===== config.mk =====
export PLATFORM = sky130hd
export DESIGN_NAME = falu_wb_scheduler_flat
export DESIGN_NICKNAME = d
export VERILOG_FILES = /design/src/rtl/falu_wb_scheduler_if.sv /design/src/rtl/falu_wb_scheduler.sv /design/src/flat_wrapper.sv
export SDC_FILE = /design/constraint.sdc
export NUM_CORES = 1
export LEC_CHECK = 0
export CAP_MARGIN = 30
export CORE_ASPECT_RATIO = 1.2
export CORE_MARGIN = 3
export CORE_UTILIZATION = 44
export CTS_CLUSTER_DIAMETER = 60
export CTS_CLUSTER_SIZE = 40
export DETAILED_ROUTE_END_ITERATION = 16
export GPL_TIMING_DRIVEN = 0
export PLACE_DENSITY = 0.77
export RECOVER_POWER = 100
export SETUP_SLACK_MARGIN = 0.4
export SLEW_MARGIN = 20
export SYNTH_ARGS = -nofsm -noshare
export SYNTH_HDL_FRONTEND = slang
export SYNTH_SLANG_ARGS = --single-unit

===== constraint.sdc =====
create_clock -name clk -period 4.1 [get_ports clk]
set_clock_uncertainty 0.1 [all_clocks]
set_input_delay 0.82 -clock clk [delete_from_list [all_inputs] [get_ports clk]]
set_output_delay 0.82 -clock clk [all_outputs]
set_load 0.1 [all_outputs]

===== src/rtl/falu_wb_scheduler_if.sv =====
// Issue handshake and completion bus between the FP scheduler port and the
// FALU writeback scheduler.
interface falu_wb_scheduler_if #(
  parameter int MAX_LAT = 12,
  parameter int TAG_W   = 7,
  parameter int KM_W    = 4
);
  localparam int LAT_W = $clog2(MAX_LAT + 1);

  logic             issue_valid;
  logic [LAT_W-1:0] issue_lat;
  logic [TAG_W-1:0] issue_tag;
  logic [KM_W-1:0]  issue_kmask;
  logic             issue_ready;
  logic             lat_err;
  logic             done_valid;
  logic [TAG_W-1:0] done_tag;

  modport master (
    output issue_valid, issue_lat, issue_tag, issue_kmask,
    input  issue_ready, lat_err, done_valid, done_tag
  );

  modport slave (
    input  issue_valid, issue_lat, issue_tag, issue_kmask,
    output issue_ready, lat_err, done_valid, done_tag
  );
endinterface


===== src/rtl/falu_wb_scheduler.sv =====
// Writeback scheduler for the pipelined FP ALU. Each op reserves its
// result-bus slot at issue in a shift register indexed by remaining latency,
// so slot 0 is the op completing this cycle and no two ops share a cycle.
module falu_wb_scheduler #(
  parameter int MAX_LAT = 12,
  parameter int TAG_W   = 7,
  parameter int KM_W    = 4
) (
  input  logic                         clk,
  input  logic                         rst_n,
  input  logic                         flush,
  input  logic                         kill_en,
  input  logic [KM_W-1:0]              kill_vmask,
  input  logic                         resolve_en,
  input  logic [KM_W-1:0]              resolve_mask,
  falu_wb_scheduler_if.slave           bus,
  output logic [$clog2(MAX_LAT+1)-1:0] inflight,
  output logic                         idle
);
  localparam int LAT_W = $clog2(MAX_LAT + 1);

  logic [MAX_LAT-1:0] s_v;
  logic [TAG_W-1:0]   s_tag [MAX_LAT];
  logic [KM_W-1:0]    s_km  [MAX_LAT];

  logic [MAX_LAT-1:0] nxt_v;
  logic [TAG_W-1:0]   nxt_tag [MAX_LAT];
  logic [KM_W-1:0]    nxt_km  [MAX_LAT];

  logic [MAX_LAT-1:0] s_hit;
  logic [KM_W-1:0]    res_clr;
  logic               issue_hit;
  logic               lat_bad;
  logic               slot_busy;
  logic               accept;

  // Kill hits are judged on the masks as they stand, before any resolve.
  always_comb begin
    s_hit = '0;
    for (int i = 0; i < MAX_LAT; i++) begin
      s_hit[i] = kill_en & (|(s_km[i] & kill_vmask));
    end
    res_clr   = resolve_en ? resolve_mask : '0;
    issue_hit = kill_en & (|(bus.issue_kmask & kill_vmask));
  end

  // Issue handshake: the op needs the slot it will land in one cycle from now,
  // i.e. s[L] before the shift; L == MAX_LAT reads the always-empty virtual slot.
  always_comb begin
    lat_bad   = (bus.issue_lat == '0) || (bus.issue_lat > LAT_W'(MAX_LAT));
    slot_busy = 1'b0;
    for (int i = 0; i < MAX_LAT; i++) begin
      if (bus.issue_lat == LAT_W'(i)) slot_busy = s_v[i];
    end
    bus.lat_err     = bus.issue_valid & lat_bad;
    bus.issue_ready = ~(bus.issue_valid & lat_bad) & ~slot_busy;
    accept          = bus.issue_valid & bus.issue_ready & ~flush;
  end

  // Next slot contents: shift toward slot 0, drop killed ops, clear resolved
  // branch bits, drop in the accepted op, and empty everything on flush.
  always_comb begin
    nxt_v = '0;
    for (int i = 0; i < MAX_LAT; i++) begin
      nxt_tag[i] = '0;
      nxt_km[i]  = '0;
    end
    for (int i = 0; i < MAX_LAT - 1; i++) begin
      nxt_v[i]   = s_v[i+1] & ~s_hit[i+1];
      nxt_tag[i] = s_tag[i+1];
      nxt_km[i]  = s_km[i+1] & ~res_clr;
    end
    for (int i = 0; i < MAX_LAT; i++) begin
      if (accept && (bus.issue_lat == LAT_W'(i + 1))) begin
        nxt_v[i]   = ~issue_hit;
        nxt_tag[i] = bus.issue_tag;
        nxt_km[i]  = bus.issue_kmask & ~res_clr;
      end
    end
    if (flush) nxt_v = '0;
  end

  // Slot register with asynchronous clear.
  always_ff @(posedge clk or negedge rst_n) begin
    if (!rst_n) begin
      s_v <= '0;
      for (int i = 0; i < MAX_LAT; i++) begin
        s_tag[i] <= '0;
        s_km[i]  <= '0;
      end
    end else begin
      s_v <= nxt_v;
      for (int i = 0; i < MAX_LAT; i++) begin
        s_tag[i] <= nxt_tag[i];
        s_km[i]  <= nxt_km[i];
      end
    end
  end

  // Completion strobe straight from slot 0, suppressed by flush or a kill hit.
  always_comb begin
    bus.done_valid = s_v[0] & ~flush & ~s_hit[0];
    bus.done_tag   = bus.done_valid ? s_tag[0] : '0;
  end

  // Occupancy count of the slot register.
  always_comb begin
    inflight = '0;
    for (int i = 0; i < MAX_LAT; i++) begin
      inflight = inflight + LAT_W'(s_v[i]);
    end
    idle = (inflight == '0);
  end
endmodule


===== src/flat_wrapper.sv =====
// flat-port wrapper written by rule: the top's interface ports become plain ports
module falu_wb_scheduler_flat 
#(
  parameter int MAX_LAT = 12,
  parameter int TAG_W   = 7,
  parameter int KM_W    = 4
)
  (clk, rst_n, flush, kill_en, kill_vmask, resolve_en, resolve_mask, inflight, idle, bus_issue_valid, bus_issue_lat, bus_issue_tag, bus_issue_kmask, bus_issue_ready, bus_lat_err, bus_done_valid, bus_done_tag);
  falu_wb_scheduler_if #(.MAX_LAT(MAX_LAT), .TAG_W(TAG_W), .KM_W(KM_W)) bus_i ();
  input  logic clk;
  input  logic rst_n;
  input  logic flush;
  input  logic kill_en;
  input  logic [KM_W-1:0] kill_vmask;
  input  logic resolve_en;
  input  logic [KM_W-1:0] resolve_mask;
  output logic [$clog2(MAX_LAT+1)-1:0] inflight;
  output logic idle;
  input wire logic [$bits(bus_i.issue_valid)-1:0] bus_issue_valid;
  input wire logic [$bits(bus_i.issue_lat)-1:0] bus_issue_lat;
  input wire logic [$bits(bus_i.issue_tag)-1:0] bus_issue_tag;
  input wire logic [$bits(bus_i.issue_kmask)-1:0] bus_issue_kmask;
  output wire logic [$bits(bus_i.issue_ready)-1:0] bus_issue_ready;
  output wire logic [$bits(bus_i.lat_err)-1:0] bus_lat_err;
  output wire logic [$bits(bus_i.done_valid)-1:0] bus_done_valid;
  output wire logic [$bits(bus_i.done_tag)-1:0] bus_done_tag;
  assign bus_i.issue_valid = bus_issue_valid;
  assign bus_i.issue_lat = bus_issue_lat;
  assign bus_i.issue_tag = bus_issue_tag;
  assign bus_i.issue_kmask = bus_issue_kmask;
  assign bus_issue_ready = bus_i.issue_ready;
  assign bus_lat_err = bus_i.lat_err;
  assign bus_done_valid = bus_i.done_valid;
  assign bus_done_tag = bus_i.done_tag;
  falu_wb_scheduler #(.MAX_LAT(MAX_LAT), .TAG_W(TAG_W), .KM_W(KM_W)) u_core (.clk(clk), .rst_n(rst_n), .flush(flush), .kill_en(kill_en), .kill_vmask(kill_vmask), .resolve_en(resolve_en), .resolve_mask(resolve_mask), .bus(bus_i), .inflight(inflight), .idle(idle));
endmodule

Word-level counts from Yosys, hierarchy flattened
Cells that the tools add are included.
{"block": "word_totals", "wordCells": 200, "output_inout_bits": 15, "register_bits": 144, "in_bits": 29}
{"block": "op_classes", "magnitude_cmp": 1, "mux": 51, "addsub": 11, "n_eq_ne": 12, "bitwise_logic": 72, "n_reduce_logical": 28}
{"cell": "4-bit bitwise AND", "count": 25}
{"cell": "7-bit two-way mux", "count": 13}
{"cell": "4-bit two-way mux", "count": 13}
{"cell": "4-bit OR reduction", "count": 13}
{"cell": "4-bit by 1-bit adder with 4-bit output", "count": 10}
{"cell": "1-bit bitwise AND", "count": 30}
{"cell": "1-bit two-way mux", "count": 24}
{"cell": "4-bit == test (second input constant)", "count": 5}
{"cell": "4-bit by 3-bit == test with 1-bit output (second input constant)", "count": 4}
{"cell": "1-bit NOT", "count": 16}
{"cell": "1-bit logical AND", "count": 12}
{"cell": "12-bit two-way mux", "count": 1}
{"cell": "4-bit by 2-bit == test with 1-bit output (second input constant)", "count": 2}
{"cell": "4-bit zero test", "count": 2}
{"cell": "4-bit by 1-bit == test with 1-bit output (second input constant)", "count": 1}
{"cell": "4-bit > comparator (second input constant)", "count": 1}
{"cell": "4-bit NOT", "count": 1}
{"cell": "1-bit by 1-bit adder with 2-bit output", "count": 1}
{"cell": "1-bit logical OR", "count": 1}

Depth between registers and ports, before layout
{"block": "depth", "depth_word": 20, "ltp_mapped": 12, "depth_no_buf": 12}

Least setup slack after synthesis
No wires, ideal clock.
{"block": "synth_path", "path_kind": "reg-to-output", "start": "register u_core.s_v[0]", "end": "output port idle", "arrival_ns": 6.336, "t_required_ns": 3.180, "slack_ns": -3.156, "path_buffers": 0, "path_stages_with_launch": 10, "cell_sequence": "dfrtp_1 > ha_1 > inv_1 > fa_1 > fa_1 > fa_1 > fa_1 > inv_1 > fa_1 > nor4_1"}
{"block": "synth_between", "elab_chain_len": 12}
{"item": "start: declaration", "line_no": "falu_wb_scheduler.sv:22", "rtl": "logic [MAX_LAT-1:0] s_v;"}
{"item": "start signal: assignment", "line_no": "falu_wb_scheduler.sv:92", "rtl": "s_v <= nxt_v;"}
{"item": "1-bit by 1-bit adder with 2-bit output", "line_no": "falu_wb_scheduler.sv:110", "rtl": "inflight = inflight + LAT_W'(s_v[i]);"}
{"item": "4-bit by 1-bit adder with 4-bit output (10 in series)", "line_no": "falu_wb_scheduler.sv:110"}
{"item": "net inflight[1]", "line_no": "flat_wrapper.sv:17", "rtl": "output logic [$clog2(MAX_LAT+1)-1:0] inflight;"}
{"item": "4-bit zero test", "line_no": "falu_wb_scheduler.sv:112", "rtl": "idle = (inflight == '0);"}
{"item": "end: declaration", "line_no": "flat_wrapper.sv:18", "rtl": "output logic idle;"}
The timed path passes the listed nets, and every way through them passes these cells.

Worst setup path in the final report
{"block": "layout_path", "start": "register u_core.s_v[0]", "end": "output port idle"}
{"block": "layout_between", "elab_chain_len": 12}
{"item": "1-bit by 1-bit adder with 2-bit output", "line_no": "falu_wb_scheduler.sv:110"}
{"item": "4-bit by 1-bit adder with 4-bit output (10 in series)", "line_no": "falu_wb_scheduler.sv:110"}
{"item": "4-bit zero test", "line_no": "falu_wb_scheduler.sv:112"}
Every way passes these cells.

==> results.txt <==
Layout overhead on the synthesized area -> 16.9%
Synth top area share -> 52.4%
Reg2Reg Depth -> 9
Synthesized instance count -> 525
CP Data Arrival Time -> 3870 ps
# hold bufs at CTS -> 0
Lkg Pwr -> 4.10 nW
Total Neg Setup Slack -> -2460 ps
Drt via density -> 5.41
Tmin final -> 4790 ps
Synth warn -> 0
Sink Count -> 144
Failing checks -> capacitance limit, slew limit, setup timing
Post-synth EDFFs -> 0
Synth area leader -> dfrtp_1
Final Core Density -> 53.1%
Pre-CTS WS -> -1280 ps
All-Layer GR Usage -> 19.3%
Vias in the first global route -> 4753
IO Port Bufs -> 43
HPWL after DPL -> 10100 um
Req. time, crit path -> 3180 ps
Worst setup endpoint -> idle
Post-Layout Cell Count -> 809
Drt first pass iters -> 5
Synthesized Nets -> 565
PD cells -> 410 nW/um^2
# nets final -> 632
Final setup fails -> 6
Boundary Pins -> 44
Max-Cap Viols -> 1
Startpoint types -> flop
Inst Count DP -> 773
CTS tree -> built
Crit share post-route -> 117%
Synth cell types -> 46
CTS max path bufs -> 2
Fmax -> 209 MHz
Global-route wire length before repair -> 25600 um
Outcome -> finished with violations
Synth async-reset ratio -> 100%
FF-to-FF Start -> u_core.s_v[1]
Die Span X -> 120 um
CP Launch Point -> u_core.s_v[0]
Mean Syn Cell Area -> 13.1 sq um
Detailed Route WL -> 15700 um
Initial Util -> 45.4%
Clock buffers created by TritonCTS -> 17
Maximum vdd drop -> 278 uV
Setup slack, reg-to-reg -> 930 ps
Hold WC Path Type -> reg -> reg
Die height -> 143 um
Layout cells sized above 1 -> 24.6%
Full die area -> 17200 sq um
Fillers -> 1284
Design Area, Final -> 8030 sq um
DRC -> 0
Synth area leaders -> dfrtp_1 (52%), mux2_4 (9.8%), mux2i_1 (7.1%)
CP endpoint kind -> output pin
Final Hold Vio Count -> 0
Largest net degree at the start of global routing -> 98
Iteration-0 DRC Markers -> 375
Top-count cell post-synth -> dfrtp_1
Detailed-route via count -> 4379
# diodes -> 0
Slew Limit Fails -> 49
Critical R2R Capture -> u_core.s_tag[65]
Core Rows -> 49
Clock root buffer -> clkbuf_16
Netlist Area Pre-Place -> 6870 sq um
Clock Latency Late Sink -> 420 ps
Setup CP Type -> reg -> out
Core area -> 15100 sq um
Final setup margin -> -689 ps
Clk slew on worst S/H paths -> 50 ps
Worst-path maximum fanout -> 2
Final ANT Viol Nets -> 0
Slew HR -> -62.7%
Post-DR wirelength/cell -> 19.4 um
Synth cell count leaders -> dfrtp_1 (144), nand2_1 (56), mux2i_1 (49), mux2_4 (45), mux2_2 (32)
Post-synthesis sequential area ratio -> 52.4%
GRT overflow -> 0
Initial antenna violation count -> 0
CTS H-Tree Depth -> 4
Worst-Margin Slew -> 2440 ps
Main synth FF type -> dfrtp_1
Unrepaired setup endpoints after global routing -> yes
Cell area after placement -> 7650 sq um
Placer Congestion -> 0.871
Yosys reg bits -> 144
==> cell families (layout without fill, tap and decap cells) <==
family / after synthesis / count (layout) / synth area share, %
adder cells (fa/ha/maj): 11 / 11 / 2.77
multiplexers: 126 / 126 / 22.2
buffers and inverters: 58 / 138 / 4.64
XOR/XNOR: 1 / 1 / 0.127
flip-flops: 144 / 144 / 52.4
AND/OR/NAND/NOR: 123 / 123 / 10.4
AO/OA/AOI/OAI: 62 / 62 / 7.43
==> placed cells by master, fill, tap and decap left out, types with 3 or more instances in the layout <==
cell	n
clkbuf_1	29
mux2_2	32
clkbuf_8	5
nor3_1	6
o21ai_0	4
buf_6	3
and2_1	8
nand3b_1	3
nor2_1	13
ha_1	4
and2_0	7
o32ai_1	9
mux2i_1	49
mux2_4	40
or3_1	3
nand2b_1	5
clkinvlp_4	3
nand2_1	56
mux2_1	5
nand3_1	10
a21boi_0	10
clkbuf_2	16
clkbuf_4	3
a22oi_1	25
inv_1	16
fa_1	5
clkbuf_16	17
dfrtp_1	144
buf_4	5
clkdlybuf4s50_1	26
==> sequential cells by signal (all words and copies together), names as in the netlist <==
signal	flops
u_core.s_tag	84
u_core.s_km	48
u_core.s_v	12
==> per-stage QoR <==
| step | hold slack [ps] | power [mW] |
|---|---|---|
| 2_1_floorplan | 354 | 1.66 |
| 5_1_grt | 383 | 3.40 |
| 3_5_place_dp | 363 | 1.77 |
| 6_report | 371 | 3.29 |
| 4_1_cts | 199 | 3.33 |
| 3_3_place_gp | 358 | 1.76 |
==> worst min-delay path by stage <==
stage                                 from  cells past startpoint  slack [ps]               end
after global placement    u_core.s_tag[35]                      1         360  u_core.s_tag[42]
after CTS                            rst_n                      1         200  u_core.s_tag[67]
after global routing      u_core.s_tag[24]                      1         380  u_core.s_tag[31]
after detailed placement  u_core.s_tag[51]                      1         360  u_core.s_tag[58]
after floorplan            u_core.s_tag[3]                      1         350  u_core.s_tag[10]
final                     u_core.s_tag[36]                      1         370  u_core.s_tag[43]
==> critical path, stage by stage, from the launching register on <==
cell     delay, ps
dfrtp_1        390
ha_1           290
inv_1           70
fa_1           450
fa_1           510
fa_1           430
fa_2           350
inv_2           70
fa_2           480
nor4_4         170
buf_6          260
==> where the power goes <==
group	internal (mW)	total, mW	leakage (nW)	switching [mW]
logic	0.103	0.273	1.81	0.169
registers	1.45	1.46	2.00	0.0114
clock network	0.977	1.56	0.292	0.580
total	2.53	3.29	4.10	0.761
==> final cells by class <==
cell class | count | area, sq um | share of cell area, %
sequential | 144 | 3600 | 44.9
buffer | 40 | 195 | 2.43
clock inverter | 8 | 103 | 1.28
tap | 204 | 255 | 3.18
clock buffer | 24 | 502 | 6.25
multi-input combinational | 323 | 2870 | 35.7
timing repair buffer | 48 | 437 | 5.44
inverter | 18 | 71.3 | 0.888
==> per-layer routing <==
metal  share of wire, %  global-route usage [%]
met5                  0                       0
met4                2.2                    6.63
met3                4.0                    3.72
met2                 52                    32.9
met1                 42                    24.8
==> timing repair <==
| item | in CTS | in global routing |
|---|---|---|
| gates resized for setup | 76 | 22 |
| endpoints found under the setup margin | 15 | 14 |
| setup buffers | 4 | 0 |
| pin swaps | 1 | 1 |
Note: power is estimated with default switching activity, not from simulation.
